<file path="src/rtl/udp_tx_sched_if.sv">
// Bundle of requester, header-generator and payload-stream signals around udp_tx_sched.
// The master modport is the scheduler; the slave modport is the requester/generator side.
interface udp_tx_sched_if #(
  parameter int N    = 2,
  parameter int NREQ = 2
);
  logic [NREQ-1:0]    req_valid;
  logic [16*NREQ-1:0] req_src_port;
  logic [16*NREQ-1:0] req_dst_port;
  logic [16*NREQ-1:0] req_len;
  logic [16*NREQ-1:0] req_cksum;
  logic [NREQ-1:0]    grant;
  logic               hdr_go;
  logic [15:0]        hdr_src_port;
  logic [15:0]        hdr_dst_port;
  logic [15:0]        hdr_len;
  logic [15:0]        hdr_cksum;
  logic               hdr_last;
  logic [NREQ-1:0]    pay_valid;
  logic [N*NREQ-1:0]  pay_data;
  logic [NREQ-1:0]    pay_ready;
  logic               pay_axiov;
  logic [N-1:0]       pay_axiod;
  logic               pay_axi_last;
  logic               done;
  logic               err;

  modport master (
    input  req_valid, req_src_port, req_dst_port, req_len, req_cksum,
    input  hdr_last, pay_valid, pay_data,
    output grant, hdr_go, hdr_src_port, hdr_dst_port, hdr_len, hdr_cksum,
    output pay_ready, pay_axiov, pay_axiod, pay_axi_last, done, err
  );

  modport slave (
    output req_valid, req_src_port, req_dst_port, req_len, req_cksum,
    output hdr_last, pay_valid, pay_data,
    input  grant, hdr_go, hdr_src_port, hdr_dst_port, hdr_len, hdr_cksum,
    input  pay_ready, pay_axiov, pay_axiod, pay_axi_last, done, err
  );
endinterface

</file>
<file path="src/rtl/udp_tx_sched.sv">
// Round-robin scheduler sharing one UDP header generator among NREQ requesters,
// then forwarding the winner's payload as an N-bit valid/data/last stream.
module udp_tx_sched #(
  parameter int N    = 2,
  parameter int NREQ = 2
) (
  input  logic           clk,
  input  logic           rst,
  udp_tx_sched_if.master bus
);
  localparam int IW = (NREQ > 1) ? $clog2(NREQ) : 1;
  localparam int SH = $clog2(N);

  typedef enum logic [2:0] {IDLE, HDR, PAY, GAP, REJECT} state_t;

  state_t          state;
  logic [IW-1:0]   ptr;
  logic [IW-1:0]   win;
  logic [18:0]     cnt;
  logic [NREQ-1:0] grant_r;
  logic            go_r;
  logic [15:0]     src_r, dst_r, len_r, ck_r;
  logic            axiov_r;
  logic [N-1:0]    axiod_r;
  logic            alast_r;
  logic            done_r;
  logic            err_r;

  logic            found;
  logic [IW-1:0]   hit;
  logic [15:0]     sel_src, sel_dst, sel_len, sel_ck;
  logic            sel_pv;
  logic [N-1:0]    sel_pd;
  logic [18:0]     len_beats;
  logic [IW-1:0]   next_ptr;

  // Rotating priority scan: descending j so the lowest offset from ptr is the last write.
  always_comb begin
    found = 1'b0;
    hit   = '0;
    for (int j = NREQ - 1; j >= 0; j--) begin
      for (int i = 0; i < NREQ; i++) begin
        if (bus.req_valid[i] && (i == (int'(ptr) + j) % NREQ)) begin
          found = 1'b1;
          hit   = IW'(i);
        end
      end
    end

    sel_src = '0;
    sel_dst = '0;
    sel_len = '0;
    sel_ck  = '0;
    for (int i = 0; i < NREQ; i++) begin
      if (hit == IW'(i)) begin
        sel_src = bus.req_src_port[16*i +: 16];
        sel_dst = bus.req_dst_port[16*i +: 16];
        sel_len = bus.req_len[16*i +: 16];
        sel_ck  = bus.req_cksum[16*i +: 16];
      end
    end

    sel_pv = 1'b0;
    sel_pd = '0;
    for (int i = 0; i < NREQ; i++) begin
      if (win == IW'(i)) begin
        sel_pv = bus.pay_valid[i];
        sel_pd = bus.pay_data[N*i +: N];
      end
    end
  end

  // Bytes to N-bit beats: the 3 extra bits keep len*8 exact in 19 bits.
  assign len_beats = {sel_len, 3'b000} >> SH;
  assign next_ptr  = (win == IW'(NREQ - 1)) ? '0 : win + 1'b1;

  always_ff @(posedge clk) begin
    if (!rst) begin
      state   <= IDLE;
      ptr     <= '0;
      win     <= '0;
      cnt     <= '0;
      grant_r <= '0;
      go_r    <= 1'b0;
      src_r   <= '0;
      dst_r   <= '0;
      len_r   <= '0;
      ck_r    <= '0;
      axiov_r <= 1'b0;
      axiod_r <= '0;
      alast_r <= 1'b0;
      done_r  <= 1'b0;
      err_r   <= 1'b0;
    end else begin
      axiov_r <= 1'b0;
      alast_r <= 1'b0;
      done_r  <= 1'b0;
      err_r   <= 1'b0;
      case (state)
        IDLE: begin
          if (found) begin
            win   <= hit;
            src_r <= sel_src;
            dst_r <= sel_dst;
            len_r <= sel_len;
            ck_r  <= sel_ck;
            cnt   <= len_beats;
            if (sel_len > 16'hFFF7) begin
              err_r <= 1'b1;
              state <= REJECT;
            end else begin
              grant_r <= NREQ'(1) << hit;
              go_r    <= 1'b1;
              state   <= HDR;
            end
          end
        end
        HDR: begin
          if (bus.hdr_last) begin
            if (cnt != '0) begin
              state <= PAY;
            end else begin
              go_r    <= 1'b0;
              grant_r <= '0;
              done_r  <= 1'b1;
              state   <= GAP;
            end
          end
        end
        PAY: begin
          if (sel_pv) begin
            axiov_r <= 1'b1;
            axiod_r <= sel_pd;
            cnt     <= cnt - 19'd1;
            if (cnt == 19'd1) begin
              alast_r <= 1'b1;
              go_r    <= 1'b0;
              grant_r <= '0;
              done_r  <= 1'b1;
              state   <= GAP;
            end
          end
        end
        GAP: begin
          ptr   <= next_ptr;
          state <= IDLE;
        end
        REJECT: begin
          ptr   <= next_ptr;
          state <= IDLE;
        end
        default: state <= IDLE;
      endcase
    end
  end

  assign bus.pay_ready    = (state == PAY) ? grant_r : '0;
  assign bus.grant        = grant_r;
  assign bus.hdr_go       = go_r;
  assign bus.hdr_src_port = src_r;
  assign bus.hdr_dst_port = dst_r;
  assign bus.hdr_len      = len_r;
  assign bus.hdr_cksum    = ck_r;
  assign bus.pay_axiov    = axiov_r;
  assign bus.pay_axiod    = axiod_r;
  assign bus.pay_axi_last = alast_r;
  assign bus.done         = done_r;
  assign bus.err          = err_r;
endmodule

</file>
<file path="src/flat_wrapper.sv">
// flat-port wrapper written by rule: the top's interface ports become plain ports
module udp_tx_sched_flat 
#(
  parameter int N    = 2,
  parameter int NREQ = 2
)
  (clk, rst, bus_req_valid, bus_req_src_port, bus_req_dst_port, bus_req_len, bus_req_cksum, bus_hdr_last, bus_pay_valid, bus_pay_data, bus_grant, bus_hdr_go, bus_hdr_src_port, bus_hdr_dst_port, bus_hdr_len, bus_hdr_cksum, bus_pay_ready, bus_pay_axiov, bus_pay_axiod, bus_pay_axi_last, bus_done, bus_err);
  udp_tx_sched_if #(.N(N), .NREQ(NREQ)) bus_i ();
  input  logic clk;
  input  logic rst;
  input wire logic [$bits(bus_i.req_valid)-1:0] bus_req_valid;
  input wire logic [$bits(bus_i.req_src_port)-1:0] bus_req_src_port;
  input wire logic [$bits(bus_i.req_dst_port)-1:0] bus_req_dst_port;
  input wire logic [$bits(bus_i.req_len)-1:0] bus_req_len;
  input wire logic [$bits(bus_i.req_cksum)-1:0] bus_req_cksum;
  input wire logic [$bits(bus_i.hdr_last)-1:0] bus_hdr_last;
  input wire logic [$bits(bus_i.pay_valid)-1:0] bus_pay_valid;
  input wire logic [$bits(bus_i.pay_data)-1:0] bus_pay_data;
  output wire logic [$bits(bus_i.grant)-1:0] bus_grant;
  output wire logic [$bits(bus_i.hdr_go)-1:0] bus_hdr_go;
  output wire logic [$bits(bus_i.hdr_src_port)-1:0] bus_hdr_src_port;
  output wire logic [$bits(bus_i.hdr_dst_port)-1:0] bus_hdr_dst_port;
  output wire logic [$bits(bus_i.hdr_len)-1:0] bus_hdr_len;
  output wire logic [$bits(bus_i.hdr_cksum)-1:0] bus_hdr_cksum;
  output wire logic [$bits(bus_i.pay_ready)-1:0] bus_pay_ready;
  output wire logic [$bits(bus_i.pay_axiov)-1:0] bus_pay_axiov;
  output wire logic [$bits(bus_i.pay_axiod)-1:0] bus_pay_axiod;
  output wire logic [$bits(bus_i.pay_axi_last)-1:0] bus_pay_axi_last;
  output wire logic [$bits(bus_i.done)-1:0] bus_done;
  output wire logic [$bits(bus_i.err)-1:0] bus_err;
  assign bus_i.req_valid = bus_req_valid;
  assign bus_i.req_src_port = bus_req_src_port;
  assign bus_i.req_dst_port = bus_req_dst_port;
  assign bus_i.req_len = bus_req_len;
  assign bus_i.req_cksum = bus_req_cksum;
  assign bus_i.hdr_last = bus_hdr_last;
  assign bus_i.pay_valid = bus_pay_valid;
  assign bus_i.pay_data = bus_pay_data;
  assign bus_grant = bus_i.grant;
  assign bus_hdr_go = bus_i.hdr_go;
  assign bus_hdr_src_port = bus_i.hdr_src_port;
  assign bus_hdr_dst_port = bus_i.hdr_dst_port;
  assign bus_hdr_len = bus_i.hdr_len;
  assign bus_hdr_cksum = bus_i.hdr_cksum;
  assign bus_pay_ready = bus_i.pay_ready;
  assign bus_pay_axiov = bus_i.pay_axiov;
  assign bus_pay_axiod = bus_i.pay_axiod;
  assign bus_pay_axi_last = bus_i.pay_axi_last;
  assign bus_done = bus_i.done;
  assign bus_err = bus_i.err;
  udp_tx_sched #(.N(N), .NREQ(NREQ)) u_core (.clk(clk), .rst(rst), .bus(bus_i));
endmodule
</file>
<file path="config.mk">
export PLATFORM = sky130hd
export DESIGN_NAME = udp_tx_sched_flat
export DESIGN_NICKNAME = d
export VERILOG_FILES = /design/src/rtl/udp_tx_sched_if.sv /design/src/rtl/udp_tx_sched.sv /design/src/flat_wrapper.sv
export SDC_FILE = /design/constraint.sdc
export NUM_CORES = 1
export LEC_CHECK = 0
export CORE_UTILIZATION = 42
export DETAILED_ROUTE_END_ITERATION = 16
export PLACE_DENSITY = 0.89
export SYNTH_ARGS = -nofsm -noshare
export SYNTH_HDL_FRONTEND = slang
export SYNTH_SLANG_ARGS = --single-unit
</file>
<file path="constraint.sdc">
create_clock -name clk -period 2.49 [get_ports clk]
set_input_delay 0.498 -clock clk [delete_from_list [all_inputs] [get_ports clk]]
set_output_delay 0.498 -clock clk [all_outputs]
set_load 0.005 [all_outputs]
</file>
==> results of run 1 <==
-- final timing paths --
path / end / slack [ns] / cells after the start
setup / recovery: bus_pay_ready[0] / 0.11 / 3
hold / removal: u_core.cnt[5] / 0.48 / 2
setup reg to reg: u_core.cnt[16] / 0.14 / 7
hold reg to reg: u_core.cnt[5] / 0.48 / 2
-- metrics by stage --
step | total power [mW] | util | instances | setup TNS [ns]
2_1_floorplan | 3.12 | - | 606 | 0
3_3_place_gp | 4.08 | 0.648 | 932 | 0
3_5_place_dp | 4.17 | 0.648 | 932 | -0.129
4_1_cts | 5.55 | 0.674 | 947 | 0
5_1_grt | 5.85 | 0.675 | 948 | 0
6_report | 5.57 | 0.675 | 948 | 0
-- registers in the layout, indices dropped and copies added, names as in the netlist --
| register | cells |
|---|---|
| u_core.bus.hdr_len | 16 |
| u_core.bus.pay_axiod | 2 |
| u_core.state | 3 |
| u_core.bus.pay_axiov | 1 |
| u_core.bus.done | 1 |
| u_core.bus.hdr_dst_port | 16 |
| u_core.cnt | 19 |
| u_core.bus.pay_axi_last | 1 |
| u_core.bus.err | 1 |
| u_core.bus.hdr_src_port | 16 |
| u_core.ptr | 1 |
| u_core.bus.grant | 2 |
| u_core.bus.hdr_go | 1 |
| u_core.bus.hdr_cksum | 16 |
| u_core.win | 1 |
-- cells in the mapped netlist, drive strengths merged, types with 6 or more instances --
| cell type | instances | share of area |
|---|---|---|
| a211oi | 7 | 0.011 |
| a21oi | 31 | 0.033 |
| a311oi | 55 | 0.10 |
| buf | 9 | 0.012 |
| clkbuf | 44 | 0.038 |
| dfxtp | 97 | 0.41 |
| mux2i | 13 | 0.027 |
| nand2 | 123 | 0.097 |
| nand3 | 8 | 0.0084 |
| nand3b | 7 | 0.011 |
| nor2 | 84 | 0.067 |
| nor3 | 19 | 0.023 |
| nor4 | 11 | 0.016 |
| o21ai | 29 | 0.031 |
| or4 | 6 | 0.011 |
-- final cells by class --
type,instances,area (um^2),share of cell area
Inverter,5,18.8,0.00254
Antenna cell,1,2.50,0.000339
Multi-Input combinational cell,451,2560,0.347
Clock buffer,13,250,0.0339
Clock inverter,2,38.8,0.00526
Tap cell,140,175,0.0237
Sequential cell,97,1940,0.263
Timing Repair Buffer,239,2390,0.324
-- power groups by stage --
stage | registers (mW) | logic [mW] | clock network [mW]
2_1_floorplan | 2.07 | 1.05 | 0
3_3_place_gp | 2.08 | 2.01 | 0
3_5_place_dp | 2.10 | 2.07 | 0
4_1_cts | 2.07 | 2.09 | 1.39
5_1_grt | 2.10 | 2.27 | 1.47
6_report | 2.08 | 2.11 | 1.38
-- kinds of logic after synthesis --
| family | count (synthesis) |
|---|---|
| AO/OA/AOI/OAI | 145 |
| XOR/XNOR | 3 |
| adder cells (fa/ha/maj) | 2 |
| buffers and inverters | 58 |
| flip-flops | 97 |
| multiplexers | 18 |
| AND/OR/NAND/NOR | 283 |
-- worst max-delay path: stages, from the launching register on --
cell and delay, ns:
dfxtp_1 0.54, nor3b_2 0.33, and2_1 0.17, clkdlybuf4s50_1 0.50
-- metal layers --
metal | up-vias | part of all wire
met3 | 86 | 0.076
met5 | - | 0
met2 | 313 | 0.49
li1 | 2572 | -
met4 | 0 | 0.058
met1 | 2603 | 0.38
==> parameters.txt, run 1 <==
Parameter                              Value

Detailed routing
  Via count ... 5574
  1st-pass router iterations ... 6
  Drt wl/cell ... 18.5 um
  Final antenna-violating net count ... 0
  Detailed Route Iter0 Violations ... 673
  Detailed-route DRC error count ... 0
  Wire length after detailed routing ... 17.5 mm
  Via-per-instance ratio ... 5.88

Synth
  Total of warnings raised by yosys ... 0
  Total nets after synthesis ... 747
  Mean Syn Cell Area ... 7.82 um^2
  Number of enable-type register cells in the synthesized netlist ... 0
  Number of distinct library cell variants in the gate-level netlist after synthesis ... 56
  Summed instance area of the synthesized netlist ... 4740 um^2
  Sequential share of the synthesized area ... 0.410
  Share of flip-flops with an asynchronous set or reset after synthesis ... 0
  Mux cell area share after synthesis ... 0.0393
  Commonest register cell after synthesis ... dfxtp_1
  Post-synthesis simple-gate area fraction ... 0.269
  Fraction of synthesized cell area in xor and xnor cells ... 0.00554
  Compound-Gate Fraction of Synth Area ... 0.217
  Adder-Cell Fraction of Synth Area ... 0.00528
  Largest family of logic cells by synthesized area ... simple AND/OR/NAND/NOR gates
  Post-Synthesis Cells ... 606
  Register bit count reported by yosys ... 97

Critical path
  Worst path required time ... 1.99 ns
  Critical path class ... reg -> out
  Kind of launch point of the worst setup path ... flop
  Worst Path Arrival ... 1.88 ns
  RR Startpoint ... u_core.cnt[0]
  Launching instance or port of the critical path ... u_core.state[1]
  Kind of end point of the critical path ... output port
  Critical path fanouts, max ... 11

Floorplanning
  Die Footprint ... 11700 um^2
  Vertical die dimension ... 108 um
  Top-level port count ... 214
  Initial Utilization ... 0.434
  Std-Cell Rows ... 38
  Horizontal die dimension ... 108 um
  Placeable core region ... 10900 um^2

Timing
  Max Slew Vio Count ... 0
  Min Tclk post-route ... 2.38 ns
  Upper clock frequency limit ... 420 MHz
  RSZ-0062 raised after global routing ... no
  Worst max-slew margin expressed relative to the limit ... 0.391
  Actual slew at the worst max-slew pin ... 0.913 ns
  Fin Hold WS ... 0.481 ns
  Post-route setup slack ... 0.109 ns
  Clk_skew ... 0.0107 ns
  Period Utilization, post-route ... 0.956
  # setup viols final ... 0
  Hold Vio Cnt, Final ... 0

Cells and area
  Leading cell type in the layout, fill and taps excluded ... clkdlybuf4s50_1
  Commonest non-fill, non-tap cells in the layout ... clkdlybuf4s50_1 (213), nand2_1 (123), dfxtp_1 (97), nor2_1 (83), a311oi_1 (55)
  Number of filler cells placed in the layout ... 826
  P&R area growth vs syn ... 55.7%
  Net count of the finished layout ... 944
  Share of cells above drive strength 1 ... 0.0731
  Area of all placed cells without fillers ... 7380 um^2

Placement
  Sum of net half-perimeters after detailed placement ... 12.9 mm
  Post-placement setup slack ... -0.0482 ns
  Port-buffer cells ... 213
  Standard cell area after detailed placement ... 7080 um^2
  Weighted congestion reported at the end of routability-driven placement ... 0.913

Job
  Number of max-capacitance violations reported ... 0

Power and ir drop
  Maximum vdd drop ... 395 uV
  Power spent charging and discharging nets ... 1.83 mW
  Power per Cell Area ... 755 nW/um^2
  Internal Pwr Total ... 3.75 mW
  Combinational cell fraction of total power ... 0.380
  Clock network fraction of design power ... 0.248
  Seq pwr share ... 0.372
  Static leakage power ... 2.77 nW
  Switching Share ... 0.328

CTS
  Clock tree from TritonCTS ... done
  CTS max path bufs ... 2
  Post-CTS Setup Repair Bufs ... 0
  Hold-fix buffers at CTS ... 0
  Resized Gates After CTS ... 0
  Clock transition at path regs ... 0.07 ns
  Level count of the clock H-tree ... 3
  Sinks on Clock Net ... 97
  Clock insertion delay at the later pin of the skew report ... 0.34 ns
  Clock root cell ... clkbuf_16
  Total CTS buffers ... 9

Global routing
  GRT Total Usage ... 0.288
  GRT met2 Usage ... 0.500
  Global-route wire length before repair ... 26.2 mm
  Met3 GRT Util ... 0.0536
  Met1 Track Usage GR ... 0.320
  Initial antenna violation count ... 1
  Most Crowded Layer GR ... met2
  Overflow left after global routing ... 0
  Vias in the first global route ... 5303
  Pin count of the biggest net entering global routing ... 49

Hold path
  Beginning of the worst hold path ... u_core.cnt[5]
  Path type of the worst min-delay path ... reg -> reg

Status
  Result of the run ... finished, final reports clean
(Power assumes the default switching activity.)
==> run 2: changes to the inputs <==
Settings changed: CTS_CLUSTER_DIAMETER set to 60.
==> results of run 2 <==
Same layout as run 1: the final DEF is identical, and so are final timing and power.
==> run 3: changes to the inputs <==
Settings changed: SLEW_MARGIN set to 20.
Clock period 2.49 ns to 2.5 ns, I/O delays scaled along.
==> run 3 against run 2 <==
Against the previous run:
- first-iteration DRC count decreased by 26%
- power decreased by 0.11%
- worst setup slack improved by 0.038 ns
- global-route usage decreased by 0.96 points
- die area unchanged
- worst hold slack got worse by 0.00070 ns
- sequential share of layout area increased by 0.17 points
- via count decreased by 1.7%
- register-to-register slack improved by 0.02 ns
==> parameters.txt, run 3 (synthesis results as in run 1) <==
Parameter                              Value

Timing
  Worst max-slew margin expressed relative to the limit ... 0.403 (was 0.391)
  Min Tclk post-route ... 2.35 ns
  Hold Vio Cnt, Final ... 0 (unchanged)
  Setup TNS Final ... 0 ns (unchanged)
  Actual slew at the worst max-slew pin ... 0.896 ns (was 0.913 ns)
  Max Slew Vio Count ... 0 (unchanged)
  RSZ-0062 raised after global routing ... no (unchanged)
  # setup viols final ... 0 (unchanged)
  Upper clock frequency limit ... 425 MHz
  Period Utilization, post-route ... 0.941
  Clk_skew ... 0.00610 ns (was 0.0107 ns)

Floorplanning
  Placeable core region ... 10900 um^2 (unchanged)
  Top-level port count ... 214 (unchanged)
  Vertical die dimension ... 108 um (unchanged)
  Horizontal die dimension ... 108 um (unchanged)
  Die Footprint ... 11700 um^2 (unchanged)
  Initial Utilization ... 0.434 (unchanged)
  Std-Cell Rows ... 38 (unchanged)

Critical path
  Critical path fanouts, max ... 11 (unchanged)
  Kind of launch point of the worst setup path ... flop (unchanged)
  Worst path required time ... 2.00 ns (was 1.99 ns)
  Launching instance or port of the critical path ... u_core.state[1] (unchanged)
  RR Startpoint ... u_core.cnt[0] (unchanged)
  Worst Path Arrival ... 1.85 ns (was 1.88 ns)
  Kind of end point of the critical path ... output port (unchanged)
  Critical path class ... reg -> out (unchanged)

Power and ir drop
  Combinational cell fraction of total power ... 0.372 (was 0.380)
  Power per Cell Area ... 759 nW/um^2 (was 755 nW/um^2)
  Static leakage power ... 2.74 nW (was 2.77 nW)
  Power spent charging and discharging nets ... 1.84 mW (was 1.83 mW)
  Seq pwr share ... 0.370 (was 0.372)
  Maximum vdd drop ... 373 uV (was 395 uV)
  Clock network fraction of design power ... 0.258 (was 0.248)
  Internal Pwr Total ... 3.72 mW (was 3.75 mW)
  Switching Share ... 0.331 (was 0.328)

Global routing
  Overflow left after global routing ... 0 (unchanged)
  Global-route wire length before repair ... 25.4 mm (was 26.2 mm)
  Vias in the first global route ... 5086 (was 5303)
  GRT Total Usage ... 0.279 (was 0.288)
  Initial antenna violation count ... 1 (unchanged)
  Pin count of the biggest net entering global routing ... 86 (was 49)

Detailed routing
  Via count ... 5480 (was 5574)
  Detailed-route DRC error count ... 0 (unchanged)
  Final antenna-violating net count ... 0 (unchanged)
  Via-per-instance ratio ... 5.83 (was 5.88)
  1st-pass router iterations ... 5 (was 6)
  Detailed Route Iter0 Violations ... 500 (was 673)
  Wire length after detailed routing ... 16.9 mm (was 17.5 mm)
  Drt wl/cell ... 18.0 um (was 18.5 um)

Job
  Number of max-capacitance violations reported ... 0 (unchanged)

Cells and area
  Commonest non-fill, non-tap cells in the layout ... clkdlybuf4s50_1 (213), nand2_1 (123), dfxtp_1 (97), nor2_1 (83), a311oi_1 (55) (unchanged)
  Share of cells above drive strength 1 ... 0.0651 (was 0.0731)
  Net count of the finished layout ... 935 (was 944)
  Flip-flop count of the largest register, all copies and words added ... 19 (unchanged)
  Final core area utilization ... 0.671 (was 0.675)
  P&R area growth vs syn ... 54.7% (was 55.7%)
  Leading cell type in the layout, fill and taps excluded ... clkdlybuf4s50_1 (unchanged)
  Register with the most flip-flops ... u_core.cnt (unchanged)

CTS
  Hold-fix buffers at CTS ... 0 (unchanged)
  Level count of the clock H-tree ... 3 (unchanged)
  Resized Gates After CTS ... 0 (unchanged)
  Post-CTS Setup Repair Bufs ... 0 (unchanged)
  Clock tree from TritonCTS ... done (unchanged)
  Clock transition at path regs ... 0.07 ns (about the same)
  Total CTS buffers ... 9 (unchanged)
  Clock root cell ... clkbuf_16 (unchanged)
  Sinks on Clock Net ... 97 (unchanged)
  Clock insertion delay at the later pin of the skew report ... 0.35 ns (was 0.34 ns)
  CTS max path bufs ... 2 (unchanged)

Status
  Result of the run ... finished, final reports clean (unchanged)

Hold path
  Path type of the worst min-delay path ... reg -> reg (unchanged)
  Beginning of the worst hold path ... u_core.bus.hdr_go (was u_core.cnt[5])

Placement
  Port-buffer cells ... 213 (unchanged)
  Weighted congestion reported at the end of routability-driven placement ... 0.917 (was 0.913)
  Sum of net half-perimeters after detailed placement ... 12.3 mm (was 12.9 mm)
-- run 3: cell count changes in the layout (fill, tap and decap cells not counted) --
cell / change
buf_12: +1
buf_4: -10
clkbuf_1: -2
clkinv_2: +1
inv_6: +2
nor4_1: +1
nor4_2: -1
-- run 3: power groups by stage --
stage / clock network (mW) / logic (mW) / registers [mW]
2_1_floorplan: 0 / 1.05 / 2.06
3_3_place_gp: 0 / 1.98 / 2.07
3_5_place_dp: 0 / 2.04 / 2.09
4_1_cts: 1.44 / 2.05 / 2.05
5_1_grt: 1.51 / 2.24 / 2.09
6_report: 1.44 / 2.07 / 2.06
-- run 3: final timing paths --
path | endpoint | slack [ns] | cells past startpoint
setup / recovery | bus_pay_ready[0] | 0.15 | 3
hold / removal | u_core.bus.hdr_go | 0.48 | 2
setup reg to reg | u_core.cnt[16] | 0.16 | 7
hold reg to reg | u_core.bus.hdr_go | 0.48 | 2
-- run 3: layout make-up --
class	instances	area [um^2]
timing repair buffer	230	2330
clock inverter	5	61.3
inverter	5	18.8
clock buffer	11	243
antenna	1	2.50
tap	140	175
multi-input combinational	451	2560
fill	868	3600
sequential	97	1940
-- run 3: critical path: stages (launching register included) --
cell and delay [ns]:
dfxtp_1 0.54, nor3b_2 0.30, and2_1 0.16, clkdlybuf4s50_1 0.50
-- run 3: stage by stage --
stage / power, mW / instances / instance area (um^2) / worst slack, ns / hold WS [ns]
final: 5.57 / 940 / 7330 / 0.147 / 0.480
after global routing: 5.84 / 940 / 7330 / 0.0454 / 0.499
after global placement: 4.05 / 923 / 7030 / 0.0783 / 0.453
after CTS: 5.55 / 939 / 7330 / 0.131 / 0.479
after detailed placement: 4.12 / 923 / 7030 / 0.0487 / 0.471
after floorplan: 3.10 / 606 / 4740 / 0.323 / 0.447
-- run 3: routing by layer --
| layer | track usage | wire [um] |
|---|---|---|
| met5 | 0 | 0 |
| met2 | 0.485 | 8270 |
| met3 | 0.0549 | 1410 |
| met1 | 0.312 | 6450 |
| met4 | 0.173 | 800 |
